===== src/rtl/antares_muldiv_unit.sv =====
// antares_muldiv_unit
// EX-stage multiply/divide unit owning the architectural HI/LO registers.
// Multiplies run through a three-stage registered pipeline (partial products,
// product sum, accumulate/write); divides use a 32-step restoring loop on
// operand magnitudes followed by a single sign-fix cycle. While an operation
// is in flight, any dependent EX instruction (new mul/div op, MFHI, MFLO) is
// held by ex_muldiv_stall.

module antares_muldiv_unit (
  input  logic        clk,
  input  logic        rst,
  input  logic [3:0]  ex_muldiv_op,
  input  logic [31:0] ex_data_rs,
  input  logic [31:0] ex_data_rt,
  input  logic        ex_read_hilo,
  input  logic        ex_stall,
  input  logic        ex_flush,
  output logic [31:0] hi,
  output logic [31:0] lo,
  output logic        muldiv_busy,
  output logic        ex_muldiv_stall
);

  // Operation encodings; codes 11..15 decode as NONE.
  localparam logic [3:0] OP_NONE  = 4'd0;
  localparam logic [3:0] OP_MULT  = 4'd1;
  localparam logic [3:0] OP_MULTU = 4'd2;
  localparam logic [3:0] OP_DIV   = 4'd3;
  localparam logic [3:0] OP_DIVU  = 4'd4;
  localparam logic [3:0] OP_MADD  = 4'd5;
  localparam logic [3:0] OP_MADDU = 4'd6;
  localparam logic [3:0] OP_MSUB  = 4'd7;
  localparam logic [3:0] OP_MSUBU = 4'd8;
  localparam logic [3:0] OP_MTHI  = 4'd9;
  localparam logic [3:0] OP_MTLO  = 4'd10;

  // Counter reload values: three multiply edges, 32 divide steps plus sign fix.
  localparam logic [5:0] MUL_CYCLES = 6'd3;
  localparam logic [5:0] DIV_CYCLES = 6'd33;

  typedef enum logic [1:0] {
    S_IDLE,
    S_MUL,
    S_DIV
  } stateT;

  stateT       state_q, state_d;
  logic [5:0]  cnt_q, cnt_d;
  logic [3:0]  op_q, op_d;
  logic [31:0] opA_q, opA_d;
  logic [31:0] opB_q, opB_d;
  logic [63:0] ppLow_q, ppLow_d;
  logic [31:0] ppCross_q, ppCross_d;
  logic [63:0] prod_q, prod_d;
  logic [31:0] divQuo_q, divQuo_d;
  logic [31:0] divRem_q, divRem_d;
  logic [31:0] divisor_q, divisor_d;
  logic [31:0] hi_q, hi_d;
  logic [31:0] lo_q, lo_d;

  logic        opValid;
  logic        accept;
  logic        newDivSigned;
  logic        mulSigned;
  logic [31:0] mulAHi;
  logic [31:0] mulBHi;
  logic [63:0] hiLoNow;
  logic [63:0] mulResult;
  logic [32:0] divShift;
  logic [32:0] divTrial;
  logic        quoNegate;
  logic        remNegate;
  logic [31:0] quoFixed;
  logic [31:0] remFixed;

  // Request decode and acceptance: only a valid op in IDLE with EX free to advance.
  assign opValid      = (ex_muldiv_op != OP_NONE) && (ex_muldiv_op <= OP_MTLO);
  assign accept       = (state_q == S_IDLE) && opValid && !ex_stall && !ex_flush;
  assign newDivSigned = (ex_muldiv_op == OP_DIV);

  // Signed multiplies sign-extend to 64 bits; only the upper extension words differ.
  assign mulSigned = (op_q == OP_MULT) || (op_q == OP_MADD) || (op_q == OP_MSUB);
  assign mulAHi    = {32{mulSigned & opA_q[31]}};
  assign mulBHi    = {32{mulSigned & opB_q[31]}};

  // HI/LO is read at the final multiply edge, so MADD/MSUB see the latest value.
  assign hiLoNow   = {hi_q, lo_q};
  assign mulResult = ((op_q == OP_MADD) || (op_q == OP_MADDU)) ? (hiLoNow + prod_q) :
                     ((op_q == OP_MSUB) || (op_q == OP_MSUBU)) ? (hiLoNow - prod_q) :
                     prod_q;

  // Restoring divide step: shift in the next dividend bit, subtract if it fits.
  assign divShift = {divRem_q, divQuo_q[31]};
  assign divTrial = divShift - {1'b0, divisor_q};

  // Sign fix for DIV: quotient negative when operand signs differ, remainder follows rs.
  assign quoNegate = (op_q == OP_DIV) && (opA_q[31] ^ opB_q[31]);
  assign remNegate = (op_q == OP_DIV) && opA_q[31];
  assign quoFixed  = quoNegate ? (32'd0 - divQuo_q) : divQuo_q;
  assign remFixed  = remNegate ? (32'd0 - divRem_q) : divRem_q;

  // Next-state logic for the FSM and all datapath registers.
  always_comb begin
    state_d   = state_q;
    cnt_d     = cnt_q;
    op_d      = op_q;
    opA_d     = opA_q;
    opB_d     = opB_q;
    ppLow_d   = ppLow_q;
    ppCross_d = ppCross_q;
    prod_d    = prod_q;
    divQuo_d  = divQuo_q;
    divRem_d  = divRem_q;
    divisor_d = divisor_q;
    hi_d      = hi_q;
    lo_d      = lo_q;

    case (state_q)
      S_IDLE: begin
        if (accept) begin
          op_d  = ex_muldiv_op;
          opA_d = ex_data_rs;
          opB_d = ex_data_rt;
          case (ex_muldiv_op)
            OP_MTHI: hi_d = ex_data_rs;
            OP_MTLO: lo_d = ex_data_rs;
            OP_DIV, OP_DIVU: begin
              state_d   = S_DIV;
              cnt_d     = DIV_CYCLES;
              divRem_d  = 32'd0;
              divQuo_d  = (newDivSigned && ex_data_rs[31]) ? (32'd0 - ex_data_rs) : ex_data_rs;
              divisor_d = (newDivSigned && ex_data_rt[31]) ? (32'd0 - ex_data_rt) : ex_data_rt;
            end
            OP_MULT, OP_MULTU, OP_MADD, OP_MADDU, OP_MSUB, OP_MSUBU: begin
              state_d = S_MUL;
              cnt_d   = MUL_CYCLES;
            end
            default: ;
          endcase
        end
      end

      S_MUL: begin
        cnt_d = cnt_q - 6'd1;
        if (cnt_q == MUL_CYCLES) begin
          // Stage 1: low product and the cross terms that land in the upper word.
          ppLow_d   = 64'(opA_q) * 64'(opB_q);
          ppCross_d = (mulAHi * opB_q) + (opA_q * mulBHi);
        end else if (cnt_q == 6'd2) begin
          // Stage 2: combine into the 64-bit product (modulo 2^64).
          prod_d = ppLow_q + {ppCross_q, 32'd0};
        end else begin
          // Stage 3: write or accumulate into HI/LO and release the pipeline.
          {hi_d, lo_d} = mulResult;
          state_d      = S_IDLE;
        end
      end

      S_DIV: begin
        cnt_d = cnt_q - 6'd1;
        if (cnt_q != 6'd1) begin
          divRem_d = divTrial[32] ? divShift[31:0] : divTrial[31:0];
          divQuo_d = {divQuo_q[30:0], ~divTrial[32]};
        end else begin
          // Divide by zero yields all-ones quotient and the raw dividend as remainder.
          if (opB_q == 32'd0) begin
            lo_d = 32'hFFFF_FFFF;
            hi_d = opA_q;
          end else begin
            lo_d = quoFixed;
            hi_d = remFixed;
          end
          state_d = S_IDLE;
        end
      end

      default: state_d = S_IDLE;
    endcase
  end

  // State and datapath registers; reset discards any partial result.
  always_ff @(posedge clk or posedge rst) begin
    if (rst) begin
      state_q   <= S_IDLE;
      cnt_q     <= 6'd0;
      op_q      <= OP_NONE;
      opA_q     <= 32'd0;
      opB_q     <= 32'd0;
      ppLow_q   <= 64'd0;
      ppCross_q <= 32'd0;
      prod_q    <= 64'd0;
      divQuo_q  <= 32'd0;
      divRem_q  <= 32'd0;
      divisor_q <= 32'd0;
      hi_q      <= 32'd0;
      lo_q      <= 32'd0;
    end else begin
      state_q   <= state_d;
      cnt_q     <= cnt_d;
      op_q      <= op_d;
      opA_q     <= opA_d;
      opB_q     <= opB_d;
      ppLow_q   <= ppLow_d;
      ppCross_q <= ppCross_d;
      prod_q    <= prod_d;
      divQuo_q  <= divQuo_d;
      divRem_q  <= divRem_d;
      divisor_q <= divisor_d;
      hi_q      <= hi_d;
      lo_q      <= lo_d;
    end
  end

  // Busy is purely registered; the stall only combines it with current EX requests.
  assign hi              = hi_q;
  assign lo              = lo_q;
  assign muldiv_busy     = (state_q != S_IDLE);
  assign ex_muldiv_stall = muldiv_busy & (opValid | ex_read_hilo);

endmodule

===== config.mk =====
export PLATFORM = sky130hd
export DESIGN_NAME = antares_muldiv_unit
export DESIGN_NICKNAME = d
export VERILOG_FILES = /design/src/rtl/antares_muldiv_unit.sv
export SDC_FILE = /design/constraint.sdc
export NUM_CORES = 2
export LEC_CHECK = 0
export ABC_AREA = 1
export BUFFER_PORTS_ARGS = -buffer_cell sky130_fd_sc_hd__buf_4
export CORE_UTILIZATION = 35
export DETAILED_ROUTE_END_ITERATION = 12
export PLACE_DENSITY = 0.48
export SLEW_MARGIN = 20
export SYNTH_ARGS = -nofsm -noshare
export SYNTH_HDL_FRONTEND = slang
export SYNTH_SLANG_ARGS = --single-unit

===== constraint.sdc =====
create_clock -name clk -period 17.4 [get_ports clk]
set_input_delay 0.87 -clock clk [delete_from_list [all_inputs] [get_ports clk]]
set_output_delay 0.87 -clock clk [all_outputs]
set_load 0.05 [all_outputs]

# Word level (Yosys, flattened, before mapping)
# Index checks and enable logic that the tools add are counted.
# W data, S select, Z words.
# word_totals
ff_bits,396
in_bits,73
output_inout_bits,66
wordCells,135
# classes
n_addsub,10
mul,3
n_lt_le_gt_ge,1
n_eq_ne,30
mux,38
bitwise_logic,7
n_reduce_logical,33
# op_table
cell,count
$mux W32,23
$pmux W32 S3,2
$add A64 B64 Y64,2
$mux W64,2
$pmux W32 S2,2
$sub A1 B32 Y32 const A,4
$mul A32 B32 Y64,1
$sub A64 B64 Y64,1
$sub A33 B32 Y33,1
$add A32 B32 Y32,1
$logic_not A32 Y1,1
$mul A1 B32 Y32,1
$mul A32 B1 Y32,1
$eq A4 B3 Y1 const B,7
$pmux W6 S2,2
$eq A4 B4 Y1 const B,4
$eq A4 B2 Y1 const B,3
$eq A6 B2 Y1 const B,2
$reduce_and A6 Y1,2
$ne A2 B2 Y1 const B,5
$reduce_and A3 Y1,3
$eq A4 B1 Y1 const B,2
$logic_and A1 B1 Y1,8
$mux W2,4
other kinds (25),38

# Depth between registers and ports, before layout
# logic_depth
word_depth,7
ltp_mapped,32
depth_no_buf,30

# Least setup slack after synthesis
# OpenSTA, ideal clock, no wires.
# synth_timing
kind,register to register
start,reg opA_q[31]
end,reg ppLow_q[55]
setup_ps,118
t_arrival_ps,6671
required_ps,17282
slack_ps,10611
path_stages_with_launch,27
path_buffers,2
synth_period_minus_slack_ps,6789
path_cell_list,dfrtp_1 clkbuf_1 clkbuf_1 nand2_1 fa_1 inv_1 fa_1 fa_1 inv_1 fa_1 inv_1 fa_1 fa_1 fa_1 inv_1 fa_1 inv_1 ha_1 a21oi_1 nor2_1 nor2_1 a21boi_0 o21ai_0 a221oi_1 nand3b_1 nand3_1 nand2_1
# synth_via
elab_chain_len,1
# synth_lines
item,line_no,text
start: declaration,50,"logic [31:0] opA_q, opA_d;"
start signal: assignment,201,opA_q <= opA_d;
$mul A32 B32 Y64,147,ppLow_d = 64'(opA_q) * 64'(opB_q);
end signal: assignment,203,ppLow_q <= ppLow_d;
end: declaration,52,"logic [63:0] ppLow_q, ppLow_d;"
# Every way passes these cells.
# A chain may end at the register's enable or synchronous reset.

# Final worst setup path
# layout_timing
start,reg opA_q[18]
end,reg ppLow_q[55]
# The elaborated chain is that of the path after synthesis.

==> run_results.csv <==
group,metric,value,unit
critical_path,cp-start-kind,"flop",
critical_path,crit_fanout,23,
clocking,clock_latency,0.67,ns
timing,period_share,46.9,%
timing,hold_viol_final,0,
critical_path,required,17.93,ns
floorplanning,die_w,463,um
timing,setup-tns-final,0,ns
routing,routed_wl,329000,um
finish,drive_above_1_share,3.94,%
logic_synthesis,synthesis.area,74400,um^2
timing,slew_headroom,18.3,%
timing,tightest_slew,1.23,ns
critical_path,reg2reg_slack,9.24,ns
finish,final_cell_mix,"nand2_1 (3260), inv_1 (2671), fa_1 (902)",
grt,grt_remaining_overflow,0,
routing,ant_nets,0,
floorplanning,core.rowCount,168,
logic_synthesis,synth_edf_count,0,
placement,io_buffers,138,
placement,dpl.hpwl,267000,um
run,drv_cap,0,
timing,fin_ws,9.24,ns
critical_path,crit_arrival,8.68,ns
timing,max_freq,123,MHz
logic_synthesis,syn_avg_cell_area,6.64,um^2
timing,setup_violations,0,
grt,grt_pass1_vias,71100,
logic_synthesis,synth_top_area_cell,"fa_1",
floorplanning,io_pins,139,
finish,final_common_cell,"nand2_1",
logic_synthesis,ys_seq_elements,396,
finish,regArea,9940,um^2
finish,nNetsFinal,12500,
logic_synthesis,synthArstFlopShare,100,%
critical_path,slowest_stage,"dfrtp_2",
logic_synthesis,synth_area_leaders,"fa_1 (24%), nand2_1 (16%), inv_1 (13%), dfrtp_1 (13%), ha_1 (8.8%)",
worst_hold_path,hp-class,"in -> async",
grt,antenna_found_initial,17,
routing,drt-vias-per-instance,5.08,
routing,drt_iter0_drc,5249,
timing,finClkSkew,0.0565,ns
placement,gp_congestion,1.02,
logic_synthesis,synth_top_cell_area_share,24.3,%
logic_synthesis,synth_ff_type,"dfrtp_1",
critical_path,slowest_delay,0.69,ns
routing,num_vias,70500,
clocking,numCtsBuffers,51,
routing,avgRoutedWirePerCell,23.7,um
clocking,cts_resized,0,
finish,multi_input_area,52500,um^2
grt,grt_use_total,30.3,%
routing,drc,0,
logic_synthesis,syn-num-nets,12700,
floorplanning,fp.dieH,463,um
logic_synthesis,synth_cells,11200,
timing,slew_viol_final,0,
grt,grt_pass1_wl,483000,um
clocking,cts_tree,"done",
logic_synthesis,synth_cell_type_count,62,
grt,grt_max_degree,100,
critical_path,path_class,"reg -> reg",
finish,fillers,23200,
clocking,post_cts_buffers,0,
timing,rsz0062_at_grt,"no",
critical_path,path_cells,"buf_4 -> nand2_1 -> fa_1 -> fa_1 -> inv_1 -> fa_1 -> fa_1 -> fa_1 -> fa_1 -> fa_1 -> inv_1 -> fa_1 -> inv_1 -> ha_1 -> a21oi_1 -> nor2_1 -> nor2_1 -> a21boi_0 -> o21ai_0 -> a221oi_1 -> nand3b_1 -> nand3_1 -> nand2_1",
routing,drtPass1Iterations,6,
clocking,clockBufferDepth,3,
critical_path,cpMostUsedCell,"fa_1",
floorplanning,fp.coreArea,210000,um^2
clocking,cts_root_buf,"clkbuf_16",
clocking,clk_pin_slew_worst_paths,0.08,ns
floorplanning,initial_utilization,35.3,%
clocking,htreeDepth,2,
placement,place_ws,9.27,ns
run_status,status,"finished, final reports clean",
floorplanning,die-area,214000,um^2
timing,min_period,8.16,ns
finish,finalNonFillerCells,13900,
logic_synthesis,synth_seq_area_share,13.3,%
logic_synthesis,yosysWarnings,0,
clocking,cts.sinks,396,
finish,syn_to_final_growth,7.05,%
critical_path,critical_path.endpoint_type,"flop",
placement,dp_cells,13800,
clocking,ctsHoldBuffers,0,
-- stage by stage --
stage / util, % / hold slack (ns) / area (um^2)
2_1_floorplan: - / 0.442 / 74400
3_3_place_gp: 37.0 / 0.461 / 77900
3_5_place_dp: 37.0 / 0.463 / 77900
4_1_cts: 37.8 / 0.272 / 79600
5_1_grt: 37.8 / 0.306 / 79600
6_report: 37.8 / 0.258 / 79600
-- layout make-up --
class                   count  area share (%)
multi-input cells        7647            66.0
inverters                2684            12.7
flip-flops and latches    396            12.5
well taps                2805            4.41
repair buffers            247            2.33
clock buffers              72            1.87
clock inverters            23           0.262
diodes                     10          0.0314
-- layer usage --
| layer | GRT usage (%) | up-vias | wire length (um) |
|---|---|---|---|
| li1 | - | 33100 | - |
| met1 | 40.0 | 35100 | 144000 |
| met2 | 51.9 | 1951 | 157000 |
| met3 | 2.04 | 433 | 13600 |
| met4 | 11.0 | 6 | 13400 |
| met5 | 0 | - | 35 |
-- registers in the layout (all words and copies together) (netlist names) --
name       cells
cnt_q          6
divQuo_q      32
divRem_q      32
divisor_q     32
hi            32
lo            32
opA_q         32
opB_q         32
op_q           4
ppCross_q     32
ppLow_q       64
prod_q        64
state_q        2
-- path summary, 6_finish.rpt --
| check | start | end | depth (start not counted) |
|---|---|---|---|
| max | opA_q[18] | ppLow_q[55] | 23 |
| min | rst | cnt_q[1] | 2 |
| max reg2reg | opA_q[18] | ppLow_q[55] | 23 |
| min reg2reg | ppCross_q[0] | ppCross_q[0] | 2 |
| max in group asynchronous | rst | prod_q[18] | 5 |
| min in group clk | ex_data_rt[18] | opB_q[18] | 3 |
-- logic make-up after synthesis --
family                   Yosys count  share of synthesized area, %
AND/OR/NAND/NOR                 4774                          25.8
buffers and inverters           3163                          16.1
adder cells (fa/ha/maj)         1428                          33.1
AO/OA/AOI/OAI                   1269                          9.54
flip-flops                       396                          13.3
XOR/XNOR                         176                          2.07
-- Yosys cell counts, drive strengths merged, types with 44 or more instances --
master and count:
nand3 500, ha 526, nor3 71, clkbuf 391, nand2 3268, nor4 45
nand4 44, buf 88, inv 2683, xor2 126, fa 902, o21ai 592
o21bai 48, a21oi 388, dfrtp 396, o211ai 44, xnor2 50, nor2 770
-- critical path, delay by kind of cell, from the launching register on --
kind	cells	cell delay, ns
fa+ha+maj	9	4.49
compound gates	4	1.45
buf+inv	4	0.73
flops	1	0.69
simple gates	6	0.64
Power is not shown: default switching activity piles up to over one toggle a cycle in this logic, so the estimate is an artifact.
